<file path="src/rtl/bp_be_late_wb_arbiter_if.sv">
// Late-writeback arbiter bus: requester side and regfile-writeback side.
// Latency: none (wiring only).
// Backpressure: req_ready_o per requester, wb_ready_i from the regfile write mux.
//
// Signals
//   req_v_i/req_ready_o   per-requester valid / one-hot grant
//   req_fp_i              per-requester fp-destination flag
//   req_rd_i              packed rd addresses, requester i at [i*reg_addr_width_p +: reg_addr_width_p]
//   req_data_i            packed results, requester i at [i*data_width_p +: data_width_p]
//   req_fflags_i          packed fflags, requester i at [i*5 +: 5]
//   wb_*                  registered writeback packet towards the regfiles
//   conflict_cnt_o        packed per-requester lost-arbitration counters
// Modports: slave = the arbiter, master = producers plus regfile side (the environment).
interface bp_be_late_wb_arbiter_if #(
  parameter int num_req_p        = 3,
  parameter int data_width_p     = 64,
  parameter int reg_addr_width_p = 5,
  parameter int cnt_width_p      = 16
);
  logic [num_req_p-1:0]                  req_v_i;
  logic [num_req_p-1:0]                  req_ready_o;
  logic [num_req_p-1:0]                  req_fp_i;
  logic [num_req_p*reg_addr_width_p-1:0] req_rd_i;
  logic [num_req_p*data_width_p-1:0]     req_data_i;
  logic [num_req_p*5-1:0]                req_fflags_i;

  logic                                  wb_v_o;
  logic                                  wb_ready_i;
  logic                                  wb_ird_w_o;
  logic                                  wb_frd_w_o;
  logic                                  wb_late_o;
  logic [reg_addr_width_p-1:0]           wb_rd_o;
  logic [data_width_p-1:0]               wb_data_o;
  logic [4:0]                            wb_fflags_o;

  logic [num_req_p*cnt_width_p-1:0]      conflict_cnt_o;

  modport slave (
    input  req_v_i, req_fp_i, req_rd_i, req_data_i, req_fflags_i, wb_ready_i,
    output req_ready_o, wb_v_o, wb_ird_w_o, wb_frd_w_o, wb_late_o,
           wb_rd_o, wb_data_o, wb_fflags_o, conflict_cnt_o
  );

  modport master (
    output req_v_i, req_fp_i, req_rd_i, req_data_i, req_fflags_i, wb_ready_i,
    input  req_ready_o, wb_v_o, wb_ird_w_o, wb_frd_w_o, wb_late_o,
           wb_rd_o, wb_data_o, wb_fflags_o, conflict_cnt_o
  );
endinterface

</file>
<file path="src/rtl/bp_be_late_wb_arbiter.sv">
// Shares the single late-writeback regfile port among long-latency producers (round-robin + starvation override).
// Latency: grant in cycle N -> registered packet on wb_* in cycle N+1; one packet per cycle sustained.
// Backpressure: while wb_v_o & ~wb_ready_i the packet is held stable and no requester is granted.
//
// Ports
//   clk_i      rising-edge clock
//   reset_n_i  asynchronous active-low reset (assert async, deassert synchronised internally)
//   io         bp_be_late_wb_arbiter_if.slave: requester handshake, writeback packet, perf counters
// Build option
//   BP_BE_LATE_WB_PERF_EN  when defined, builds the per-requester lost-arbitration counters;
//                          otherwise conflict_cnt_o is tied to zero.
module bp_be_late_wb_arbiter #(
  parameter int num_req_p        = 3,
  parameter int data_width_p     = 64,
  parameter int reg_addr_width_p = 5,
  parameter int max_wait_p       = 8,
  parameter int cnt_width_p      = 16
) (
  input  logic                        clk_i,
  input  logic                        reset_n_i,
  bp_be_late_wb_arbiter_if.slave      io
);

  localparam int idx_w  = (num_req_p > 1) ? $clog2(num_req_p) : 1;
  localparam int wait_w = $clog2(max_wait_p + 1);

  localparam logic [idx_w-1:0]  last_idx = idx_w'(num_req_p - 1);
  localparam logic [wait_w-1:0] wait_max = wait_w'(max_wait_p);

  // ------------------------------------------------------------------
  // Reset synchroniser: assertion reaches every flop immediately, release
  // is aligned to clk_i so state leaves reset on a clean edge.
  // ------------------------------------------------------------------
  logic [1:0] rst_sync_q;
  logic       rst_n;

  always_ff @(posedge clk_i or negedge reset_n_i) begin
    if (!reset_n_i) begin
      rst_sync_q <= 2'b00;
    end else begin
      rst_sync_q <= {rst_sync_q[0], 1'b1};
    end
  end

  assign rst_n = rst_sync_q[1];

  // ------------------------------------------------------------------
  // Unpack requester buses
  // ------------------------------------------------------------------
  logic [reg_addr_width_p-1:0] rd_a     [num_req_p];
  logic [data_width_p-1:0]     data_a   [num_req_p];
  logic [4:0]                  fflags_a [num_req_p];

  for (genvar g = 0; g < num_req_p; g++) begin : g_unpack
    assign rd_a[g]     = io.req_rd_i[g*reg_addr_width_p +: reg_addr_width_p];
    assign data_a[g]   = io.req_data_i[g*data_width_p +: data_width_p];
    assign fflags_a[g] = io.req_fflags_i[g*5 +: 5];
  end

  // ------------------------------------------------------------------
  // State
  // ------------------------------------------------------------------
  logic [idx_w-1:0]            rr_ptr_q;
  logic [wait_w-1:0]           wait_q [num_req_p];

  logic                        wb_v_q;
  logic                        wb_fp_q;
  logic [reg_addr_width_p-1:0] wb_rd_q;
  logic [data_width_p-1:0]     wb_data_q;
  logic [4:0]                  wb_fflags_q;

  // ------------------------------------------------------------------
  // Arbitration
  // ------------------------------------------------------------------
  logic                        slot_free;
  logic                        starve_hit;
  logic [idx_w-1:0]            starve_idx;
  logic                        hi_hit;
  logic [idx_w-1:0]            hi_idx;
  logic                        lo_hit;
  logic [idx_w-1:0]            lo_idx;
  logic                        gnt_vld;
  logic [idx_w-1:0]            gnt_idx;
  logic [num_req_p-1:0]        gnt_oh;

  // The output register can take a new packet when empty or draining this cycle.
  assign slot_free = ~wb_v_q | io.wb_ready_i;

  always_comb begin
    starve_hit = 1'b0;
    starve_idx = '0;
    hi_hit     = 1'b0;
    hi_idx     = '0;
    lo_hit     = 1'b0;
    lo_idx     = '0;

    // Scanning downwards lets the lowest matching index overwrite the rest.
    for (int i = num_req_p - 1; i >= 0; i--) begin
      if (io.req_v_i[i] && (wait_q[i] == wait_max)) begin
        starve_hit = 1'b1;
        starve_idx = idx_w'(i);
      end
      // Round-robin split into two ranges: [rr_ptr, N) first, else wrap to [0, rr_ptr).
      if (io.req_v_i[i] && (idx_w'(i) >= rr_ptr_q)) begin
        hi_hit = 1'b1;
        hi_idx = idx_w'(i);
      end
      if (io.req_v_i[i]) begin
        lo_hit = 1'b1;
        lo_idx = idx_w'(i);
      end
    end

    gnt_vld = rst_n & slot_free & (starve_hit | hi_hit | lo_hit);

    if (starve_hit) begin
      gnt_idx = starve_idx;
    end else if (hi_hit) begin
      gnt_idx = hi_idx;
    end else begin
      gnt_idx = lo_idx;
    end

    for (int i = 0; i < num_req_p; i++) begin
      gnt_oh[i] = gnt_vld && (gnt_idx == idx_w'(i));
    end
  end

  // A grant always lands on a valid requester, so the grant vector is the transfer vector.
  assign io.req_ready_o = gnt_oh;

  // ------------------------------------------------------------------
  // Granted-packet mux
  // ------------------------------------------------------------------
  logic                        sel_fp;
  logic [reg_addr_width_p-1:0] sel_rd;
  logic [data_width_p-1:0]     sel_data;
  logic [4:0]                  sel_fflags;

  always_comb begin
    sel_fp     = 1'b0;
    sel_rd     = '0;
    sel_data   = '0;
    sel_fflags = '0;
    for (int i = 0; i < num_req_p; i++) begin
      if (gnt_idx == idx_w'(i)) begin
        sel_fp     = io.req_fp_i[i];
        sel_rd     = rd_a[i];
        sel_data   = data_a[i];
        sel_fflags = fflags_a[i];
      end
    end
  end

  // ------------------------------------------------------------------
  // Round-robin pointer: moves only on a transfer, to one past the winner.
  // ------------------------------------------------------------------
  always_ff @(posedge clk_i or negedge rst_n) begin
    if (!rst_n) begin
      rr_ptr_q <= '0;
    end else if (gnt_vld) begin
      rr_ptr_q <= (gnt_idx == last_idx) ? '0 : gnt_idx + 1'b1;
    end
  end

  // ------------------------------------------------------------------
  // Wait counters: count ungranted valid cycles (hold cycles included),
  // saturate at the threshold, clear on grant or when idle.
  // ------------------------------------------------------------------
  always_ff @(posedge clk_i or negedge rst_n) begin
    if (!rst_n) begin
      for (int i = 0; i < num_req_p; i++) begin
        wait_q[i] <= '0;
      end
    end else begin
      for (int i = 0; i < num_req_p; i++) begin
        if (!io.req_v_i[i] || gnt_oh[i]) begin
          wait_q[i] <= '0;
        end else if (wait_q[i] != wait_max) begin
          wait_q[i] <= wait_q[i] + 1'b1;
        end
      end
    end
  end

  // ------------------------------------------------------------------
  // Output register: loading a new packet while the old one drains is legal,
  // giving one packet per cycle. fflags are zeroed for int destinations here
  // so the held packet needs no further masking.
  // ------------------------------------------------------------------
  always_ff @(posedge clk_i or negedge rst_n) begin
    if (!rst_n) begin
      wb_v_q      <= 1'b0;
      wb_fp_q     <= 1'b0;
      wb_rd_q     <= '0;
      wb_data_q   <= '0;
      wb_fflags_q <= '0;
    end else if (gnt_vld) begin
      wb_v_q      <= 1'b1;
      wb_fp_q     <= sel_fp;
      wb_rd_q     <= sel_rd;
      wb_data_q   <= sel_data;
      wb_fflags_q <= sel_fp ? sel_fflags : 5'b0;
    end else if (io.wb_ready_i) begin
      wb_v_q      <= 1'b0;
    end
  end

  assign io.wb_v_o      = wb_v_q;
  assign io.wb_ird_w_o  = wb_v_q & ~wb_fp_q;
  assign io.wb_frd_w_o  = wb_v_q &  wb_fp_q;
  // Late flag tells the issue scoreboard to clear rd on this same write.
  assign io.wb_late_o   = wb_v_q;
  assign io.wb_rd_o     = wb_rd_q;
  assign io.wb_data_o   = wb_data_q;
  assign io.wb_fflags_o = wb_fflags_q;

  // ------------------------------------------------------------------
  // Lost-arbitration counters
  // ------------------------------------------------------------------
`ifdef BP_BE_LATE_WB_PERF_EN
  logic [cnt_width_p-1:0] cnt_q [num_req_p];

  always_ff @(posedge clk_i or negedge rst_n) begin
    if (!rst_n) begin
      for (int i = 0; i < num_req_p; i++) begin
        cnt_q[i] <= '0;
      end
    end else begin
      for (int i = 0; i < num_req_p; i++) begin
        if (io.req_v_i[i] && !gnt_oh[i] && (cnt_q[i] != {cnt_width_p{1'b1}})) begin
          cnt_q[i] <= cnt_q[i] + 1'b1;
        end
      end
    end
  end

  for (genvar g = 0; g < num_req_p; g++) begin : g_cnt_pack
    assign io.conflict_cnt_o[g*cnt_width_p +: cnt_width_p] = cnt_q[g];
  end
`else
  assign io.conflict_cnt_o = '0;
`endif

endmodule

</file>
<file path="src/flat_wrapper.sv">
// flat-port wrapper written by rule: the top's interface ports become plain ports
module bp_be_late_wb_arbiter_flat 
#(
  parameter int num_req_p        = 3,
  parameter int data_width_p     = 64,
  parameter int reg_addr_width_p = 5,
  parameter int max_wait_p       = 8,
  parameter int cnt_width_p      = 16
)
  (clk_i, reset_n_i, io_req_v_i, io_req_fp_i, io_req_rd_i, io_req_data_i, io_req_fflags_i, io_wb_ready_i, io_req_ready_o, io_wb_v_o, io_wb_ird_w_o, io_wb_frd_w_o, io_wb_late_o, io_wb_rd_o, io_wb_data_o, io_wb_fflags_o, io_conflict_cnt_o);
  bp_be_late_wb_arbiter_if #(.num_req_p(num_req_p), .data_width_p(data_width_p), .reg_addr_width_p(reg_addr_width_p), .cnt_width_p(cnt_width_p)) io_i ();
  input  logic clk_i;
  input  logic reset_n_i;
  input wire logic [$bits(io_i.req_v_i)-1:0] io_req_v_i;
  input wire logic [$bits(io_i.req_fp_i)-1:0] io_req_fp_i;
  input wire logic [$bits(io_i.req_rd_i)-1:0] io_req_rd_i;
  input wire logic [$bits(io_i.req_data_i)-1:0] io_req_data_i;
  input wire logic [$bits(io_i.req_fflags_i)-1:0] io_req_fflags_i;
  input wire logic [$bits(io_i.wb_ready_i)-1:0] io_wb_ready_i;
  output wire logic [$bits(io_i.req_ready_o)-1:0] io_req_ready_o;
  output wire logic [$bits(io_i.wb_v_o)-1:0] io_wb_v_o;
  output wire logic [$bits(io_i.wb_ird_w_o)-1:0] io_wb_ird_w_o;
  output wire logic [$bits(io_i.wb_frd_w_o)-1:0] io_wb_frd_w_o;
  output wire logic [$bits(io_i.wb_late_o)-1:0] io_wb_late_o;
  output wire logic [$bits(io_i.wb_rd_o)-1:0] io_wb_rd_o;
  output wire logic [$bits(io_i.wb_data_o)-1:0] io_wb_data_o;
  output wire logic [$bits(io_i.wb_fflags_o)-1:0] io_wb_fflags_o;
  output wire logic [$bits(io_i.conflict_cnt_o)-1:0] io_conflict_cnt_o;
  assign io_i.req_v_i = io_req_v_i;
  assign io_i.req_fp_i = io_req_fp_i;
  assign io_i.req_rd_i = io_req_rd_i;
  assign io_i.req_data_i = io_req_data_i;
  assign io_i.req_fflags_i = io_req_fflags_i;
  assign io_i.wb_ready_i = io_wb_ready_i;
  assign io_req_ready_o = io_i.req_ready_o;
  assign io_wb_v_o = io_i.wb_v_o;
  assign io_wb_ird_w_o = io_i.wb_ird_w_o;
  assign io_wb_frd_w_o = io_i.wb_frd_w_o;
  assign io_wb_late_o = io_i.wb_late_o;
  assign io_wb_rd_o = io_i.wb_rd_o;
  assign io_wb_data_o = io_i.wb_data_o;
  assign io_wb_fflags_o = io_i.wb_fflags_o;
  assign io_conflict_cnt_o = io_i.conflict_cnt_o;
  bp_be_late_wb_arbiter #(.num_req_p(num_req_p), .data_width_p(data_width_p), .reg_addr_width_p(reg_addr_width_p), .max_wait_p(max_wait_p), .cnt_width_p(cnt_width_p)) u_core (.clk_i(clk_i), .reset_n_i(reset_n_i), .io(io_i));
endmodule
</file>
<file path="config.mk">
export PLATFORM = sky130hd
export DESIGN_NAME = bp_be_late_wb_arbiter_flat
export DESIGN_NICKNAME = d
export VERILOG_FILES = /design/src/rtl/bp_be_late_wb_arbiter_if.sv /design/src/rtl/bp_be_late_wb_arbiter.sv /design/src/flat_wrapper.sv
export SDC_FILE = /design/constraint.sdc
export NUM_CORES = 1
export LEC_CHECK = 0
export ABC_AREA = 1
export CAP_MARGIN = 25
export CORE_AREA = 2 2 139 141
export DETAILED_ROUTE_END_ITERATION = 8
export DIE_AREA = 0 0 141 143
export GPL_TIMING_DRIVEN = 0
export MAX_ROUTING_LAYER = met4
export PLACE_DENSITY_LB_ADDON = 0.08
export SETUP_SLACK_MARGIN = 0.4
export SLEW_MARGIN = 20
export SYNTH_ARGS = -nofsm -noshare
export SYNTH_HDL_FRONTEND = slang
export SYNTH_SLANG_ARGS = --single-unit
export TNS_END_PERCENT = 5
</file>
<file path="constraint.sdc">
create_clock -name clk_i -period 4.7 [get_ports clk_i]
set_input_delay 0.47 -clock clk_i [delete_from_list [all_inputs] [get_ports clk_i]]
set_output_delay 0.47 -clock clk_i [all_outputs]
set_load 0.03 [all_outputs]
</file>
==> results by group, run 1 <==
Synth
  – FF+latch count, synth: 92
  – Post-synthesis sequential area ratio: 39.3%
  – Number of flops mapped to enable cells by yosys: 0
  – Largest cells by area after synthesis: dfrtp_1 (39%), nand2_1 (20%), nand3_1 (14%)
  – Netlist cell types: 30
  – Yosys warns: 0
  – Most used flip-flop cell after synthesis: dfrtp_1
  – Synth area leader: dfrtp_1
  – Avg Inst Size Synth: 7.17 sq um
  – Synth Cell Area: 5860 sq um
  – Synth top area share: 39.3%
  – Cell count after synthesis: 817
  – Async set-reset flop share out of synthesis: 100%

Critical path
  – Critical path cell sequence: buf_12 > nand3_1 > inv_2 > nand2_2 > inv_1 > clkdlybuf4s50_1
  – WP data arrival: 3.01 ns
  – Worst setup EP type: primary output
  – Kind of critical path: reg -> out
  – WP data required: 4.23 ns
  – Worst setup SP type: register
  – Largest stage delay, worst path: 0.68 ns
  – Crit-path slowest cell: clkdlybuf4s50_1
  – Max FO, Critical Path: 33

Timing
  – RSZ-0062 raised after global routing: false
  – Crit path time final: 3.48 ns
  – Setup tns final: 0 ns
  – Max Fclk: 288 MHz
  – Setup-failing EPs final: 0
  – Period utilization: 74.0%
  – Clock Skews: 0.00659 ns
  – Actual slew at the worst max-slew pin: 0.520 ns
  – Hold WS: 0.243 ns
  – Slew HR: 65.3%
  – Final Max Slew Viols: 0
  – Endpoints failing hold: 0

Die
  – Num ports: 360
  – Chip Width: 141 um
  – Core Area: 18600 sq um
  – Initial Utilization: 31.5%
  – Die area: 20200 sq um
  – Die H: 143 um
  – Row cnt: 50

Cells and area
  – Final Instance Area: 9790 sq um
  – Nets: 1425
  – N_diodes: 0
  – P&R area growth vs syn: 67.1%
  – Filler cells: 1833
  – Non-filler cells, final: 1427
  – Final core occ: 52.7%
  – Layout cell share with drive strength beyond 1: 13.2%

GRT
  – Number of global-route vias before repair: 6065
  – Global-route wire length before repair: 33500 um
  – Total gr overflow: 0
  – Initial antenna violation count: 0
  – Gr usage total: 22.4%
  – Largest net degree at the start of global routing: 35

Clocking
  – Root Buffer: clkbuf_16
  – CTS tree: yes
  – Number of buffers created by CTS: 9
  – Hold buffer count at cts: 0
  – Setup Buffers After CTS: 0
  – Clock Pin Slew Worst Setup and Hold Paths: 0.07 ns
  – H-tree depth: 3
  – Post-CTS resize count: 0
  – Longest Clk Path Bufs: 2
  – Clk sinks: 92
  – Worst-Skew Late Latency: 0.35 ns

Place
  – DP Area: 9480 sq um
  – Hpwl dp: 17600 um
  – Placed cell count: 1411
  – Gpl congestion: 0.846
  – IO Port Bufs: 311

Pwr
  – Static leakage: 4.72 nW
  – PwrDens: 389 nW/um^2
  – IR drop worst, VDD: 0.000184 V

Outcome
  – Status: finished clean

Route
  – Wire per inst: 15.6 um
  – Residual DRC: 0
  – Detailed Route WL: 22200 um
  – Initial DRC Count: 331
  – DR vias: 6311
  – First-pass DRT Iterations: 4
  – Post-DRT Antenna Nets: 0
  – Vias/cell: 4.42

Flow run
  – Max cap viols: 0

Worst hold path
  – Worst min-delay path class: reg -> async
==> registers in the layout, indices dropped and copies added, names as in the netlist <==
name and count:
u_core.io.wb_late_o 1, u_core.rst_sync_q 2, u_core.io.wb_fflags_o 5, u_core.io.wb_data_o 64
u_core.rr_ptr_q 2, u_core.wb_fp_q 1, u_core.wait_q 12, u_core.io.wb_rd_o 5
==> worst max-delay path: cells and delay by family, from the launching register on <==
kind,cells,cell delay (ns)
buf+inv,4,1.44
flops,1,0.66
simple gates,2,0.56
==> layout make-up <==
class	instances	area (sq um)	share of cell area, %
clock inverter	4	47.5	0.486
tap	234	293	2.99
multi-input combinational	651	3010	30.8
clock buffer	12	256	2.62
sequential	92	2310	23.6
inverter	26	97.6	0.997
timing repair buffer	313	3150	32.2
buffer	95	621	6.34
==> logic make-up after synthesis <==
kind of cell             synth area share, %
other                                  0.128
XOR/XNOR                                1.20
flip-flops                              39.3
AND/OR/NAND/NOR                         45.0
AO/OA/AOI/OAI                          0.790
buffers and inverters                   12.3
adder cells (fa/ha/maj)                 1.28
==> power breakdown <==
group	internal, mW	switching, mW	leakage, nW	total [mW]
Sequential	0.995	0.124	1.15	1.12
Clock	0.440	0.316	0.149	0.756
Combinational	0.817	1.11	3.43	1.93
Total	2.25	1.55	4.72	3.80
==> routing by layer <==
layer	global-route usage (%)	wire length, um	up-vias	part of all wire, %
met3	5.67	1770	25	8.0
met2	37.4	10700	259	48
li1	-	-	3236	-
met5	-	0	-	0
met1	27.3	9400	2791	42
met4	5.95	361	0	1.6
==> metrics by stage <==
| stage | power (mW) | setup WS, ns |
|---|---|---|
| 4_1_cts | 3.85 | 1.12 |
| 3_3_place_gp | 3.07 | -1.76 |
| 2_1_floorplan | 2.22 | 0.627 |
| 5_1_grt | 4.05 | 1.02 |
| 3_5_place_dp | 3.08 | 1.24 |
| 6_report | 3.80 | 1.22 |
==> cell usage after synthesis, types with 3 or more instances <==
| cell type | n |
|---|---|
| a21oi_1 | 3 |
| buf_1 | 7 |
| buf_2 | 20 |
| buf_4 | 53 |
| buf_6 | 5 |
| clkbuf_1 | 8 |
| dfrtp_1 | 92 |
| ha_1 | 6 |
| inv_1 | 20 |
| inv_2 | 6 |
| nand2_1 | 313 |
| nand2_2 | 4 |
| nand3_1 | 169 |
| nand3b_1 | 3 |
| nand4_1 | 3 |
| nor2_1 | 11 |
| o21ai_0 | 5 |
| or2_1 | 25 |
| or2_2 | 44 |
| xor2_1 | 6 |
==> layout by cell type (no fill, tap or decap), drive strengths merged <==
master / Yosys / layout
clkdlybuf4s50: 0 / 311
nand2: 319 / 319
nor3b: 1 / 1
clkbuf: 10 / 22
nor2: 12 / 12
inv: 26 / 26
xnor2: 2 / 2
o21ai: 5 / 5
o22ai: 1 / 1
clkinv: 0 / 2
ha: 6 / 6
nand4: 4 / 4
dfrtp: 92 / 92
buf: 85 / 87
a21oi: 3 / 3
xor2: 6 / 6
nand3: 170 / 170
clkinvlp: 0 / 1
nor3: 1 / 1
nand3b: 3 / 3
conb: 2 / 49
or2: 69 / 69
bufinv: 0 / 1
==> worst paths after layout <==
kind                                           startpoint                                  end  slack, ns  cells after the start
min in group clk_i         u_core.rst_sync_q[0]$_DFF_PN0_       u_core.rst_sync_q[1]$_DFF_PN0_       0.36                      0
max                        u_core.rst_sync_q[1]$_DFF_PN0_                    io_req_ready_o[0]       1.22                      6
min                        u_core.rst_sync_q[1]$_DFF_PN0_  u_core.io.wb_data_o[19]$_DFFE_PN0P_       0.24                      0
max in group asynchronous  u_core.rst_sync_q[1]$_DFF_PN0_   u_core.io.wb_data_o[7]$_DFFE_PN0P_       3.69                      2
min reg2reg                u_core.rst_sync_q[1]$_DFF_PN0_  u_core.io.wb_data_o[19]$_DFFE_PN0P_       0.24                      0
max reg2reg                u_core.rst_sync_q[1]$_DFF_PN0_     u_core.io.wb_rd_o[4]$_DFFE_PN0P_       2.16                      6
No activity file was read; power rests on OpenSTA's default activity.
==> run 2: changes to the inputs <==
==> constraint.sdc (replaced) <==
create_clock -name clk_i -period 2.9 [get_ports clk_i]
set_input_delay 0.29 -clock clk_i [delete_from_list [all_inputs] [get_ports clk_i]]
set_output_delay 0.29 -clock clk_i [all_outputs]
set_load 0.03 [all_outputs]
==> run 2 against run 1 <==
Effect of this change:
- via count grew 1.7%
- wire length grew 1.4%
- register-to-register slack lost 1.7 ns
- count of clock-buffer cells in the layout is the same
- utilization grew 1.7 points
- power grew 71%
- worst hold slack lost 0.14 ns
- clock power grew 93%
- critical path depth grew 10
- non-clock buffer count grew 22
- flip-flop and latch count is the same
- largest power group unchanged
==> results by group, run 2 (same netlist as run 1, synthesis figures left out) <==
GRT
  – Gr usage total: 22.1% (-0.35 points)
  – Global-route wire length before repair: 33200 um (-0.95%)
  – Met3 usage: 6.10% (+0.44 points)
  – Total gr overflow: 0 (unchanged)
  – Largest net degree at the start of global routing: 40 (+14%)
  – GR met2 Demand/Resource: 37.8% (+0.39 points)
  – GR Layer Usage met1: 25.9% (-1.4 points)
  – GR peak layer: met2
  – Number of global-route vias before repair: 6144 (+1.3%)
  – Initial antenna violation count: 0 (unchanged)

Clocking
  – Clock Pin Slew Worst Setup and Hold Paths: 0.07 ns (about the same)
  – Root Buffer: clkbuf_16
  – Number of buffers created by CTS: 9 (unchanged)
  – Longest Clk Path Bufs: 2 (unchanged)
  – CTS tree: yes
  – Clk sinks: 92 (unchanged)
  – Worst-Skew Late Latency: 0.35 ns (about the same)
  – H-tree depth: 3 (unchanged)

Die
  – Die area: 20200 sq um (unchanged)
  – Chip Width: 141 um (unchanged)
  – Die H: 143 um (unchanged)
  – Num ports: 360 (unchanged)
  – Row cnt: 50 (unchanged)
  – Core Area: 18600 sq um (unchanged)
  – Initial Utilization: 31.5% (unchanged)

Timing
  – Clock Skews: 0.00589 ns (-0.000708 ns)
  – Endpoints failing hold: 0 (unchanged)
  – Setup-failing EPs final: 0 (unchanged)
  – Max Fclk: 406 MHz
  – Setup tns final: 0 ns (unchanged)
  – Final Max Slew Viols: 0 (unchanged)
  – Crit path time final: 2.46 ns
  – RSZ-0062 raised after global routing: true
  – Fin worst setup slack: 0.436 ns (-0.786 ns)
  – Period utilization: 85.0%

Critical path
  – Cell family contributing the most delay on the critical path: buffers and inverters
  – Largest stage delay, worst path: 0.41 ns (-0.27 ns)
  – Worst setup SP type: register
  – R2R depth: 16 (+10)
  – Kind of critical path: reg -> reg
  – Crit-path slowest cell: dfrtp_1
  – WP data required: 3.13 ns (-1.10 ns)
  – Worst setup EP type: register
  – Critical path cell sequence: inv_2 > ha_4 > nand4_1 > buf_4 > buf_6 > buf_4 > buf_6 > buf_4 > buf_6 > buf_6 > buf_6 > buf_6 > buf_6 > buf_6 > buf_4 > nor3b_2
  – WP depth: 16 (+10)
  – WP buf/inv: 13 (+9)
  – Max FO, Critical Path: 3 (-91%)
  – Top cell by count, worst path: buf_6
  – WP data arrival: 2.70 ns (-0.31 ns)

Place
  – Gpl congestion: 0.832 (-1.6%)
  – Worst slack at placement: -0.190 ns (-1.43 ns)
  – DP Area: 9480 sq um (unchanged)
  – IO Port Bufs: 311 (unchanged)
  – Placed cell count: 1411 (unchanged)
  – Hpwl dp: 17500 um (-0.59%)

Route
  – Initial DRC Count: 265 (-20%)
  – Vias/cell: 4.43 (+0.14%)
  – DR vias: 6417 (+1.7%)
  – First-pass DRT Iterations: 5 (+1)
  – Post-DRT Antenna Nets: 0 (unchanged)
  – Detailed Route WL: 22600 um (+1.4%)
  – Residual DRC: 0 (unchanged)
  – Wire per inst: 15.6 um (-0.15%)

Cells and area
  – Commonest cells after routing, fill and taps aside: nand2_1 (313), clkdlybuf4s50_1 (308), nand3_1 (168)
  – Non-filler cells, final: 1449 (+1.5%)
  – N_diodes: 0 (unchanged)
  – Commonest non-fill, non-tap cell in the layout: nand2_1
  – Max FFs per register: 64 (unchanged)
  – Final Instance Area: 10100 sq um (+3.2%)
  – Nets: 1447 (+1.5%)
  – P&R area growth vs syn: 72.4%
  – Layout cell share with drive strength beyond 1: 15.4% (+2.1 points)

Pwr
  – Static leakage: 4.88 nW (+3.4%)
  – IR drop worst, VDD: 0.000303 V (+65%)
  – Power, Total: 6.49 mW (+71%)
  – PwrDens: 643 nW/um^2 (+65%)

Outcome
  – Status: finished clean

Worst hold path
  – Worst min-delay path class: in -> async

Flow run
  – Max cap viols: 0 (unchanged)
## run 2: cell types whose count changed in the layout (fill, tap and decap cells not counted), moves of 2 or more
cell,change
buf_4,+12
clkdlybuf4s50_1,-3
buf_2,+2
ha_4,+2
bufinv_16,+3
clkinv_2,-2
ha_1,-2
buf_6,+9
inv_1,-2
## run 2: stage by stage
stage               utilization [%]  hold WS (ns)
finish                         54.4        0.0985
global route                   54.4        0.0908
CTS                            53.6        0.0902
detailed placement             51.0         0.222
global placement               50.8         0.336
floorplan                         -      -0.00559
## run 2: final cells by class
class,count,area (sq um)
inverter,26,103
buffer,95,641
multi-input combinational,651,3050
fill,1861,8480
clock inverter,4,120
tap,234,293
clock buffer,12,246
timing repair buffer,335,3340
sequential,92,2310
## run 2: path summary, 6_finish.rpt
path                                                        to  slack (ns)                           start
setup / recovery                  u_core.wait_q[6]$_DFFE_PN0P_        0.44    u_core.wait_q[4]$_DFFE_PN0P_
hold / removal                  u_core.rst_sync_q[1]$_DFF_PN0_         0.1                       reset_n_i
setup reg to reg                  u_core.wait_q[6]$_DFFE_PN0P_        0.44    u_core.wait_q[4]$_DFFE_PN0P_
hold reg to reg            u_core.io.wb_data_o[18]$_DFFE_PN0P_        0.22  u_core.rst_sync_q[1]$_DFF_PN0_
max in group asynchronous  u_core.io.wb_data_o[21]$_DFFE_PN0P_        2.17  u_core.rst_sync_q[1]$_DFF_PN0_
min in group clk_i              u_core.rst_sync_q[1]$_DFF_PN0_        0.36  u_core.rst_sync_q[0]$_DFF_PN0_
## run 2: routing by layer
metal	vias up	wire (um)	part of all wire [%]
li1	3288	-	-
met1	2857	9390	42
met2	254	11100	49
met3	18	1750	7.8
met4	0	276	1.2
met5	-	0	0
## run 2: what timing repair did
| item | 4_1_cts | 5_1_grt |
|---|---|---|
| pin swaps | 3 | 4 |
| hold buffers | 0 | 0 |
| setup buffers | 13 | 9 |
| resized for setup | 19 | 22 |
| setup endpoints to repair | 3 | 4 |
## run 2: power by group
| group | switching [mW] | internal, mW | leakage (nW) |
|---|---|---|---|
| sequential | 0.205 | 1.61 | 1.15 |
| combinational | 1.84 | 1.38 | 3.56 |
| clock | 0.504 | 0.955 | 0.177 |
==> run 3: changes to the inputs <==
==> constraint.sdc (replaced) <==
create_clock -name clk_i -period 2.15 [get_ports clk_i]
set_input_delay 0.215 -clock clk_i [delete_from_list [all_inputs] [get_ports clk_i]]
set_output_delay 0.215 -clock clk_i [all_outputs]
set_load 0.03 [all_outputs]
==> run 3 against run 2 <==
Effect of this change:
- worst setup slack worse by 0.39 ns
- global-route usage is 0.60 points higher
- register-to-register slack worse by 0.24 ns
- first-iteration DRC count is 6.4% lower
- final cell count is 0.97% higher
- worst hold slack worse by 0.061 ns
- non-clock buffer count is 14 higher
- sequential share of layout area is 1.3 points lower
- clock skew is 0.0054 ns higher
- critical path depth is 2 lower
- critical endpoint is now io_req_ready_o[0]
- largest cell class unchanged
- highest routed layer unchanged
==> results by group, run 3 (same netlist as run 1, synthesis figures left out) <==
Timing
  – Crit path time final: 2.10 ns
  – Setup tns final: 0 ns (unchanged)
  – Endpoints failing hold: 0 (unchanged)
  – Final Max Slew Viols: 0 (unchanged)
  – Clock Skews: 0.0113 ns (+0.00544 ns)
  – Period utilization: 97.8%
  – Max Fclk: 475 MHz
  – Setup-failing EPs final: 0 (unchanged)
  – RSZ-0062 raised after global routing: true

Clocking
  – Worst-Skew Late Latency: 0.34 ns (about the same)
  – H-tree depth: 3 (unchanged)
  – Clock Pin Slew Worst Setup and Hold Paths: 0.06 ns (about the same)
  – Root Buffer: clkbuf_16
  – Longest Clk Path Bufs: 2 (unchanged)
  – Number of buffers created by CTS: 9 (unchanged)
  – Clk sinks: 92 (unchanged)
  – CTS tree: yes
  – Hold buffer count at cts: 0 (unchanged)

Place
  – IO Port Bufs: 311 (unchanged)
  – Gpl congestion: 0.839 (+0.82%)
  – Hpwl dp: 16900 um (-3.5%)
  – Placed cell count: 1410 (-0.071%)

Cells and area
  – Layout cell share with drive strength beyond 1: 23.4% (+8.0 points)
  – P&R area growth vs syn: 83.1%
  – N_diodes: 0 (unchanged)
  – Nets: 1461 (+0.97%)
  – Commonest cells after routing, fill and taps aside: clkdlybuf4s50_1 (302), nand2_1 (292), nand3_1 (120)
  – Non-filler cells, final: 1463 (+0.97%)
  – Max FFs per register: 64 (unchanged)
  – Commonest non-fill, non-tap cell in the layout: clkdlybuf4s50_1

Critical path
  – R2r startpoint: u_core.wait_q[0]$_DFFE_PN0P_
  – Worst setup EP type: primary output
  – Largest stage delay, worst path: 0.40 ns (about the same)
  – Max FO, Critical Path: 4 (+1)
  – WP data required: 1.93 ns (-1.20 ns)
  – Crit. Startpoint: u_core.wait_q[0]$_DFFE_PN0P_
  – Kind of critical path: reg -> out
  – Worst setup SP type: register
  – Critical path cell sequence: inv_2 > ha_4 > nand4_1 > nand2_1 > inv_2 > nand2_2 > nand2_4 > nand2_8 > inv_12 > buf_8 > nor2_4 > nand2_2 > inv_2 > buf_6
  – WP data arrival: 1.89 ns (-0.81 ns)
  – Top cell by count, worst path: inv_2
  – Crit-path slowest cell: dfrtp_1

GRT
  – Gr usage total: 22.7% (+0.60 points)
  – Number of global-route vias before repair: 6308 (+2.7%)
  – Total gr overflow: 0 (unchanged)
  – Global-route wire length before repair: 34300 um (+3.4%)
  – Largest net degree at the start of global routing: 27 (-33%)
  – Initial antenna violation count: 0 (unchanged)

Die
  – Core Area: 18600 sq um (unchanged)
  – Row cnt: 50 (unchanged)
  – Die area: 20200 sq um (unchanged)
  – Num ports: 360 (unchanged)
  – Die H: 143 um (unchanged)
  – Initial Utilization: 31.5% (unchanged)
  – Chip Width: 141 um (unchanged)

Outcome
  – Status: finished clean

Worst hold path
  – Worst min-delay path class: in -> async

Route
  – Residual DRC: 0 (unchanged)
  – Detailed Route WL: 22900 um (+1.5%)
  – Vias/cell: 4.50 (+1.7%)
  – DR vias: 6589 (+2.7%)
  – Initial DRC Count: 248 (-6.4%)
  – First-pass DRT Iterations: 4 (-1)
  – Post-DRT Antenna Nets: 0 (unchanged)
  – Wire per inst: 15.7 um (+0.56%)

Pwr
  – PwrDens: 817 nW/um^2 (+27%)
  – Power, Total: 8.76 mW (+35%)
  – Static leakage: 5.19 nW (+6.4%)
  – IR drop worst, VDD: 0.000461 V (+52%)

Flow run
  – Max cap viols: 0 (unchanged)
==> run 3: cell types whose count changed in the layout (fill, tap and decap cells not counted), moves of 7 or more <==
cell     before  now
nand3_1     168  120
buf_1         7    0
nand2_1     313  292
buf_4        65   79
nand2_2       4   20
buf_2        22   12
nand3_2       2   47
==> run 3: layout make-up <==
class,count,area (sq um)
Sequential cell,92,2310
Timing Repair Buffer,349,3520
Buffer,95,795
Fill cell,1768,7860
Multi-Input combinational cell,651,3440
Tap cell,234,293
Clock buffer,14,254
Clock inverter,2,10.0
Inverter,26,115
==> run 3: final timing paths <==
| path | endpoint | slack [ns] | cells after the start |
|---|---|---|---|
| max | io_req_ready_o[0] | 0.05 | 14 |
| min | u_core.rst_sync_q[0]$_DFF_PN0_ | 0.04 | 1 |
| max reg2reg | u_core.io.wb_data_o[2]$_DFFE_PN0P_ | 0.20 | 12 |
| min reg2reg | u_core.io.wb_data_o[24]$_DFFE_PN0P_ | 0.28 | 1 |
| max in group asynchronous | u_core.io.wb_data_o[37]$_DFFE_PN0P_ | 1.28 | 2 |
| min in group clk_i | u_core.wait_q[1]$_DFFE_PN0P_ | 0.28 | 3 |
==> run 3: metrics by stage <==
| step | cell area [sq um] | hold slack [ns] | setup WS [ns] | utilization, % |
|---|---|---|---|---|
| after floorplan | 6080 | -0.0806 | 0.264 | - |
| after global placement | 9480 | 0.336 | -1.01 | 51.0 |
| after detailed placement | 9510 | 0.348 | -0.787 | 51.2 |
| after CTS | 10200 | 0.0240 | 0.0409 | 54.8 |
| after global routing | 10700 | 0.0349 | -0.0940 | 57.7 |
| final | 10700 | 0.0372 | 0.0466 | 57.7 |
==> run 3: power breakdown <==
| part | switching (mW) | total (mW) | internal, mW |
|---|---|---|---|
| Clock | 0.667 | 1.48 | 0.815 |
| Sequential | 0.251 | 2.43 | 2.18 |
| Combinational | 2.68 | 4.85 | 2.17 |
==> run 3: timing repair <==
| item | 4_1_cts | 5_1_grt |
|---|---|---|
| pin swaps | 9 | 66 |
| cloned | 2 | 0 |
| setup buffers | 26 | 9 |
| setup endpoints to repair | 94 | 95 |
| resized for setup | 56 | 147 |
==> run 3: layer usage <==
| metal | vias up | global-route usage, % | part of all wire [%] |
|---|---|---|---|
| met5 | - | - | 0 |
| met4 | 0 | 5.74 | 1.7 |
| met3 | 25 | 6.34 | 8.1 |
| met2 | 269 | 37.2 | 48 |
| met1 | 2984 | 27.8 | 42 |
| li1 | 3311 | - | - |
==> run 3: worst max-delay path: cells and delay by family (launching register included) <==
family,cells,cell delay (ns)
adders and majority gates,1,0.13
and+or+nand+nor,7,0.56
buffers and inverters,6,0.45
DFF,1,0.40
